===== src/rtl/sm83_irq_ctrl.sv =====
// sm83_irq_ctrl: interrupt latch (IF), enable mask (IE), IME with the EI
// delay, fixed-priority selection and req/ack dispatch to the sequencer.
// Optional feature macro: SM83_IRQ_HALT_BUG_EN builds the HALT-bug detector;
// when undefined, halt_bug is tied low.
module sm83_irq_ctrl #(
  parameter int          NUM_IRQ    = 5,
  parameter logic [7:0]  VEC_BASE   = 8'h40,
  parameter int          VEC_STRIDE = 8
) (
  input  logic               clk,
  input  logic               nreset,
  input  logic [NUM_IRQ-1:0] irq_req,
  input  logic               if_wr,
  input  logic               ie_wr,
  input  logic [7:0]         wdata,
  output logic [7:0]         if_rdata,
  output logic [7:0]         ie_rdata,
  input  logic               ei,
  input  logic               di,
  input  logic               reti,
  input  logic               instr_done,
  input  logic               halt,
  output logic               dispatch_req,
  input  logic               dispatch_ack,
  output logic [7:0]         vec,
  output logic               vec_valid,
  output logic               wake,
  output logic               halt_bug
);

  typedef enum logic [1:0] {IDLE, REQ, VEC} state_t;

  state_t             state, state_nxt;
  logic [NUM_IRQ-1:0] if_q, ie_q, pending, sel, if_nxt;
  logic               ime, ime_pend, found, take;
  logic [7:0]         sel_idx, vec_q, vec_nxt;
  logic               unused_bits;

  assign pending = if_q & ie_q;
  assign wake    = |pending;
  assign take    = (state == REQ) && dispatch_ack;
  assign vec     = vec_q;

  // Lowest set pending bit wins; also forms the restart vector.
  always_comb begin
    sel     = '0;
    found   = 1'b0;
    sel_idx = 8'd0;
    for (int i = 0; i < NUM_IRQ; i++) begin
      if (pending[i] && !found) begin
        found   = 1'b1;
        sel[i]  = 1'b1;
        sel_idx = 8'(i);
      end
    end
    vec_nxt = found ? VEC_BASE + 8'(int'(sel_idx) * VEC_STRIDE) : 8'h00;
  end

  // Next IF: write lowest priority, then dispatch clear, then request set.
  always_comb begin
    if_nxt = if_wr ? wdata[NUM_IRQ-1:0] : if_q;
    if (take) if_nxt = if_nxt & ~sel;
    if_nxt = if_nxt | irq_req;
  end

  // Register readback with unimplemented upper bits reading as one.
  always_comb begin
    if_rdata              = 8'hFF;
    ie_rdata              = 8'hFF;
    if_rdata[NUM_IRQ-1:0] = if_q;
    ie_rdata[NUM_IRQ-1:0] = ie_q;
  end

  // Dispatch FSM next state and handshake outputs.
  always_comb begin
    state_nxt    = state;
    dispatch_req = 1'b0;
    vec_valid    = 1'b0;
    case (state)
      IDLE: if (instr_done && ime && (|pending)) state_nxt = REQ;
      REQ: begin
        dispatch_req = 1'b1;
        if (dispatch_ack) state_nxt = VEC;
      end
      VEC: begin
        vec_valid = 1'b1;
        state_nxt = IDLE;
      end
      default: state_nxt = IDLE;
    endcase
  end

  // FSM state register.
  always_ff @(posedge clk) begin
    if (!nreset) state <= IDLE;
    else         state <= state_nxt;
  end

  // IF/IE registers and the latched vector.
  always_ff @(posedge clk) begin
    if (!nreset) begin
      if_q  <= '0;
      ie_q  <= '0;
      vec_q <= 8'h00;
    end else begin
      if_q <= if_nxt;
      if (ie_wr) ie_q <= wdata[NUM_IRQ-1:0];
      if (take)  vec_q <= vec_nxt;
    end
  end

  // IME with one-instruction EI delay; di and dispatch both disable.
  always_ff @(posedge clk) begin
    if (!nreset || di || take) begin
      ime      <= 1'b0;
      ime_pend <= 1'b0;
    end else begin
      if (reti) ime <= 1'b1;
      if (ei && !ime_pend) begin
        ime_pend <= 1'b1;
      end else if (ime_pend && instr_done) begin
        ime      <= 1'b1;
        ime_pend <= 1'b0;
      end
    end
  end

`ifdef SM83_IRQ_HALT_BUG_EN
  logic halt_q, halt_bug_q;

  // HALT entered with IME off and an interrupt already pending.
  always_ff @(posedge clk) begin
    if (!nreset) begin
      halt_q     <= 1'b0;
      halt_bug_q <= 1'b0;
    end else begin
      halt_q     <= halt;
      halt_bug_q <= halt && !halt_q && !ime && (|pending);
    end
  end

  assign halt_bug    = halt_bug_q;
  assign unused_bits = ^wdata;
`else
  assign halt_bug    = 1'b0;
  assign unused_bits = ^{wdata, halt};
`endif

endmodule


===== config.mk =====
export PLATFORM = sky130hd
export DESIGN_NAME = sm83_irq_ctrl
export DESIGN_NICKNAME = d
export VERILOG_FILES = /design/src/rtl/sm83_irq_ctrl.sv
export SDC_FILE = /design/constraint.sdc
export NUM_CORES = 1
export LEC_CHECK = 0
export ABC_CLOCK_PERIOD_IN_PS = 1600
export CORE_ASPECT_RATIO = 1.4
export CORE_UTILIZATION = 40
export DETAILED_ROUTE_END_ITERATION = 7
export PLACE_DENSITY = 0.82
export RECOVER_POWER = 100
export SLEW_MARGIN = 40
export SYNTH_ARGS = -nofsm -noshare
export SYNTH_HDL_FRONTEND = slang
export SYNTH_SLANG_ARGS = --single-unit

===== constraint.sdc =====
create_clock -name clk -period 1.6 [get_ports clk]
set_input_delay 0.32 -clock clk [delete_from_list [all_inputs] [get_ports clk]]
set_output_delay 0.32 -clock clk [all_outputs]
set_load 0.01 [all_outputs]

==> metrics, run 1 <==
met2 WL roughly 1.2 mm; WHS 0.480 ns; post-DP HPWL 1.68 mm; DR DRC count 0; minimum clock period 1.54 ns; Slew @ Worst Pin 0.520 ns; Post-synth ARST share 0%; post-synthesis cell type count 33; Startpoint Class flip-flop; routed len/inst between 10 and 15 µm; Slowest cell on crit path clkdlybuf4s50_1; antenna violations before repair 0; Crit. End Element output port; placed cells 161; Starting Density 44.1%; ANT nets after route 0; largest net degree at the start of global routing 15; Core Area slightly above 2000 µm²; CP Max Fanout 4; #FFs+latches synth 18; fmax 649 MHz; gp weighted congestion 0.809; CTS clock-pin slew for the worst setup and hold paths 0.11 ns; Crit path largest cell delay 0.55 ns; peak supply drop 654 µV; pwr/cell area about 740 nW/µm²; final hold violations 0; Final Cycle Share 96.3%; H-tree depth 1; share of layout cells above drive strength 1 between 10% and 20%; Setup violations, final 0; EDFF count, synth 0; area grow syn2layout 47.3%; insertion delay to the later sink of the worst-skew pair 0.29 ns; Mean Syn Cell Area 9.09 µm²; FP Rows 19; CTS tree built; # nets final 169; Worst Hold Class reg -> reg; cts hold-fix bufs 0; most frequent cell after synthesis dfxtp_1; Synth area leaders dfxtp_1 (40%), buf_4 (9.3%), mux2i_1 (7.9%); clk sink count 18; Routed met3 length roughly 130 µm; Mapped Cells 98; via count 828; Synth Flop Type dfxtp_1; Met1 Wirelength 928 µm; Finished Layout Cells 166; CP delay by family, top buffers and inverters; clk_skew between 0.008 and 0.009 ns; Critical Path AT 1.22 ns; leakage 0.574 nW; sequential share of the synthesized area 40.4%; kind of critical path reg -> out; status finished clean; final instance area 1310 µm²; Via density roughly 5.0; Clock Tree Buf Depth 2; initial drt markers 20; first-pass GRT wire length 3.53 mm; dominant cell type by area after synthesis dfxtp_1; Port-buffer cells 35; Die H 57.8 µm; Ports 51; final wirelength 2.23 mm; Crit path buffers/inverters 1; Synth top area share 40.4%; CTS buffer count 3; diode count 0; die extent in x between 40 and 50 µm; vias in the first global route 816; Final Util 65.0%; most instantiated cells after synthesis dfxtp_1 (18), buf_4 (11), nand2_1 (9), nor2_1 (9), mux2i_1 (7); placed inst area 1290 µm²; tightest slew margin relative to the limit between 60% and 70%; Die ar. around 2400 µm²; max-cap violations 0; Netlist Area Pre-Place ~890 µm²; Highest Signal Layer met4; clock root cell clkbuf_4; crit-path cells clkdlybuf4s50_1; total power 0.972 mW; Synth Warn # 0; total global-route track usage about a fifth; max-slew violation count 0; gr ovfl total 0; drt pass-1 iters 4; critical path data required time 1.28 ns
-- cell type report --
cell class,count,area (µm²)
Clock buffer,4,36.3
Fill cell,181,708
Inverter,1,3.75
Multi-Input combinational cell,73,453
Sequential cell,18,362
Tap cell,21,26.3
Timing Repair Buffer,49,432
-- path summary, 6_finish.rpt --
path                  from           to  slack, ns  cells after the start
hold reg to reg     vec[3]       vec[3]       0.48                      2
hold / removal      vec[3]       vec[3]       0.48                      2
setup / recovery   ie_q[4]  ie_rdata[4]       0.06                      1
setup reg to reg  state[0]      if_q[1]       0.23                      3
-- sequential cells by signal, indices dropped and copies added, names as in the netlist --
signal / cells
vec: 4
ime_pend: 1
ie_q: 5
state: 2
if_q: 5
ime: 1
-- cells in the final DEF, fill, tap and decap left out --
master / count
a211o_1: 1
o21ai_0: 3
mux2_1: 3
nand3b_1: 1
o22ai_1: 2
inv_1: 1
clkbuf_1: 4
or3_1: 1
o21a_1: 2
and2_0: 1
a21oi_2: 1
nor2b_1: 2
dlygate4sd3_1: 3
and3b_1: 1
o21ai_1: 2
a22oi_2: 1
dlygate4sd2_1: 8
clkdlybuf4s50_1: 23
nand2b_1: 1
nand2_2: 1
dfxtp_2: 1
o2bb2ai_1: 1
conb_1: 11
nand2_1: 8
mux2i_1: 7
a21boi_1: 1
nand3_1: 2
a41oi_1: 2
and3_4: 1
a32oi_1: 1
buf_6: 1
nor2_2: 1
a31oi_1: 5
buf_4: 10
nor2_1: 9
nand4_1: 1
clkbuf_4: 3
dfxtp_1: 17
clkbuf_8: 1
-- per-stage QoR --
stage | setup slack [ns] | setup TNS, ns
after floorplan | 0.350 | 0
after detailed placement | -0.0488 | -0.0654
final | 0.0595 | 0
after global placement | 0.00132 | 0
after global routing | -0.0178 | -0.0178
after CTS | -0.0334 | -0.0334
-- report_power, final --
part / switching, mW / leakage (nW) / total, mW / internal (mW)
Clock: 0.136 / 0.0210 / 0.275 / 0.138
Sequential: 0.0132 / 0.148 / 0.482 / 0.469
Combinational: 0.0956 / 0.405 / 0.215 / 0.119
-- routing by layer --
| layer | GRT usage [%] | up-vias |
|---|---|---|
| met3 | 2.49 | 2 |
| met1 | 22.1 | 372 |
| met5 | 0 | - |
| li1 | - | 418 |
| met4 | 9.68 | 0 |
| met2 | 34.2 | 36 |
-- kinds of logic (layout without fill, tap and decap cells) --
kind of cell | after synthesis | in the layout | synth area share (%)
other cells | 2 | 11 | 0.843
buf+inv | 16 | 54 | 12.4
flops | 18 | 18 | 40.4
compound gates | 22 | 22 | 17.6
simple gates | 30 | 30 | 17.1
mux | 10 | 10 | 11.7
-- what timing repair did --
item / in CTS / in global routing
endpoints found under the setup margin: 9 / 1
pin swaps: 1 / 2
gates resized for setup: 13 / 5
buffers inserted: 0 / 1
Power figures use the tool's default switching activity.
==> run 2: changes to the inputs <==
--- a/config.mk
+++ b/config.mk
@@ -9,8 +9,9 @@
 export CORE_ASPECT_RATIO = 1.4
 export CORE_UTILIZATION = 40
 export DETAILED_ROUTE_END_ITERATION = 7
-export PLACE_DENSITY = 0.82
+export PLACE_DENSITY_LB_ADDON = 0.15
 export RECOVER_POWER = 100
+export SETUP_SLACK_MARGIN = 0.02
 export SLEW_MARGIN = 40
 export SYNTH_ARGS = -nofsm -noshare
 export SYNTH_HDL_FRONTEND = slang
==> run 2 against run 1 <==
Core utilization increased by 1.4 points. Sequential power barely moved. Power shrank 4.3%. Register-to-register slack better by 0.02 ns. Largest power group unchanged. Via count is 4.0% higher. Design area increased by 2.1%. Count of clock-buffer cells in the layout shrank 1. Sequential cell count unchanged. Worst hold slack worse by 0.0057 ns.
==> metrics, run 2 (synthesis results as in run 1) <==
status finished clean; share of layout cells above drive strength 1 21.2% (+6.8 points); routed len/inst 13.3 µm (-0.82%); insertion delay to the later sink of the worst-skew pair 0.29 ns (about the same); hold path depth 2 (unchanged); DR DRC count 0 (unchanged); Slowest cell on crit path dfxtp_2; sequential share of power 52.0% (+2.4 points); post-DP HPWL 1.72 mm (+2.0%); Final Cycle Share 96.7% (+0.41 points); area grow syn2layout 50.4%; Starting Density 44.1% (unchanged); ANT nets after route 0 (unchanged); Clock Tree Buf Depth 2 (unchanged); crit-path cells a22oi_2, and3_4, nand2_2, buf_6; total global-route track usage 18.9% (-0.22 points); CTS tree built; clock share of power 23.7% (-4.6 points); Crit path buffers/inverters 1 (unchanged); Psw 0.242 mW (-1.1%); FP Rows 19 (unchanged); final wirelength 2.23 mm (-0.22%); H-tree depth 1 (unchanged); Setup violations, final 0 (unchanged); Switching Share 26.1% (+0.84 points); Die H 57.8 µm (unchanged); Final Util 66.3% (+1.4 points); most common cell after layout, fill and taps aside clkdlybuf4s50_1; minimum clock period 1.55 ns (+0.00649 ns); total power 0.929 mW (-4.3%); kind of critical path reg -> out; Critical Path AT 1.23 ns (about the same); vias in the first global route 908 (+11%); largest net degree at the start of global routing 15 (unchanged); max-cap violations 0 (unchanged); logic gate share of total power 24.2% (+2.1 points); leakage 0.610 nW (+6.2%); via count 861 (+4.0%); clk sink count 18 (unchanged); max-slew violation count 0 (unchanged); Die ar. 2420 µm² (unchanged); RSZ-0062 raised after global routing yes; Startpoint Class flip-flop; cell depth of the worst setup path 4 (+3); fillers 198 (+9.4%); CTS clock-pin slew for the worst setup and hold paths 0.10 ns (about the same); initial drt markers 15 (-25%); internal reg-to-reg setup slack 0.25 ns (+0.02 ns); peak supply drop 370 µV (-43%); Seq. cell area 367 µm² (+1.4%); gr ovfl total 0 (unchanged); Ports 51 (unchanged); Port-buffer cells 35 (unchanged); Slew @ Worst Pin 0.521 ns (+0.00164 ns); diode count 0 (unchanged); area of the multi-input gates 458 µm² (+1.1%); drt pass-1 iters 4 (unchanged); pwr/cell area 694 nW/µm² (-6.3%); antenna violations before repair 0 (unchanged); fmax 646 MHz (-0.42%); total internal power 0.687 mW (-5.4%); CP delay by family, top flip-flops; Crit path largest cell delay 0.34 ns (-0.21 ns); commonest non-fill, non-tap cells in the layout clkdlybuf4s50_1 (23), buf_4 (16), dfxtp_1 (13); gp weighted congestion 0.744 (-8.1%); Worst Hold Class reg -> reg; final hold violations 0 (unchanged); critical path data required time 1.28 ns (about the same); # nets final 171 (+1.2%); first-pass GRT wire length 3.59 mm (+1.6%); die extent in x 41.9 µm (unchanged); tightest slew margin relative to the limit 65.2% (-0.11 points); clock root cell clkbuf_4; CTS buffer count 3 (unchanged); Crit. End Element output port; Core Area 2020 µm² (unchanged); CP Max Fanout 2 (-2); Via density 5.16 (+3.4%); reg2reg path depth 3 (unchanged); clk_skew 0.00398 ns (-0.00425 ns)
[run 2: cell types whose count changed in the layout (fill, tap and decap cells not counted), sizes merged]
cell          before  now
dlygate4sd3        3    1
buf               11   17
dlygate4sd2        8    9
dlymetal6s2s       0    1
clkbuf             8    3
[run 2: worst reg2reg max path, stage by stage (launching register included)]
cell and delay (ns):
dfxtp_2 0.34, and3b_1 0.54, a41oi_1 0.18, o21a_1 0.19
[run 2: through the flow]
step / std cells / setup slack (ns) / area, µm² / setup TNS [ns] / hold WS [ns]
6_report: 167 / 0.0530 / 1340 / 0 / 0.474
3_3_place_gp: 161 / 0.0147 / 1290 / 0 / 0.451
2_1_floorplan: 107 / 0.350 / 925 / 0 / 0.444
5_1_grt: 167 / -0.0221 / 1340 / -0.0221 / 0.493
4_1_cts: 165 / 0.0484 / 1310 / 0 / 0.479
3_5_place_dp: 161 / -0.00947 / 1290 / -0.00947 / 0.464
[run 2: per-layer routing]
layer | global-route usage (%) | wire length (µm)
met1 | 17.4 | 817
met2 | 40.2 | 1280
met3 | 2.18 | 104
met4 | 7.37 | 29
met5 | 0 | 0
[run 2: final cells by class]
class	instances	share of cell area (%)
clock buffer	3	1.68
inverter	1	0.280
multi-input combinational	73	34.2
sequential	18	27.4
tap	21	1.96
timing repair buffer	51	34.5
[run 2: path summary, 6_finish.rpt]
kind	start	to
min	vec[4]	vec[4]
min reg2reg	vec[4]	vec[4]
max reg2reg	state[1]	if_q[1]
max	if_q[0]	wake
[run 2: power groups by stage]
stage | combinational [mW] | sequential (mW) | clock (mW)
2_1_floorplan | 0.0986 | 0.504 | 0
3_3_place_gp | 0.219 | 0.492 | 0
3_5_place_dp | 0.222 | 0.493 | 0
4_1_cts | 0.214 | 0.483 | 0.224
5_1_grt | 0.244 | 0.486 | 0.247
6_report | 0.225 | 0.484 | 0.220
[run 2: timing repair]
| action | CTS | global route |
|---|---|---|
| hold buffers | 0 | 0 |
| gates cloned | 0 | 0 |
| gates resized for setup | 17 | 5 |
| setup endpoints to repair | 10 | 2 |
| pin swaps | 2 | 2 |
| buffers inserted | 1 | 2 |
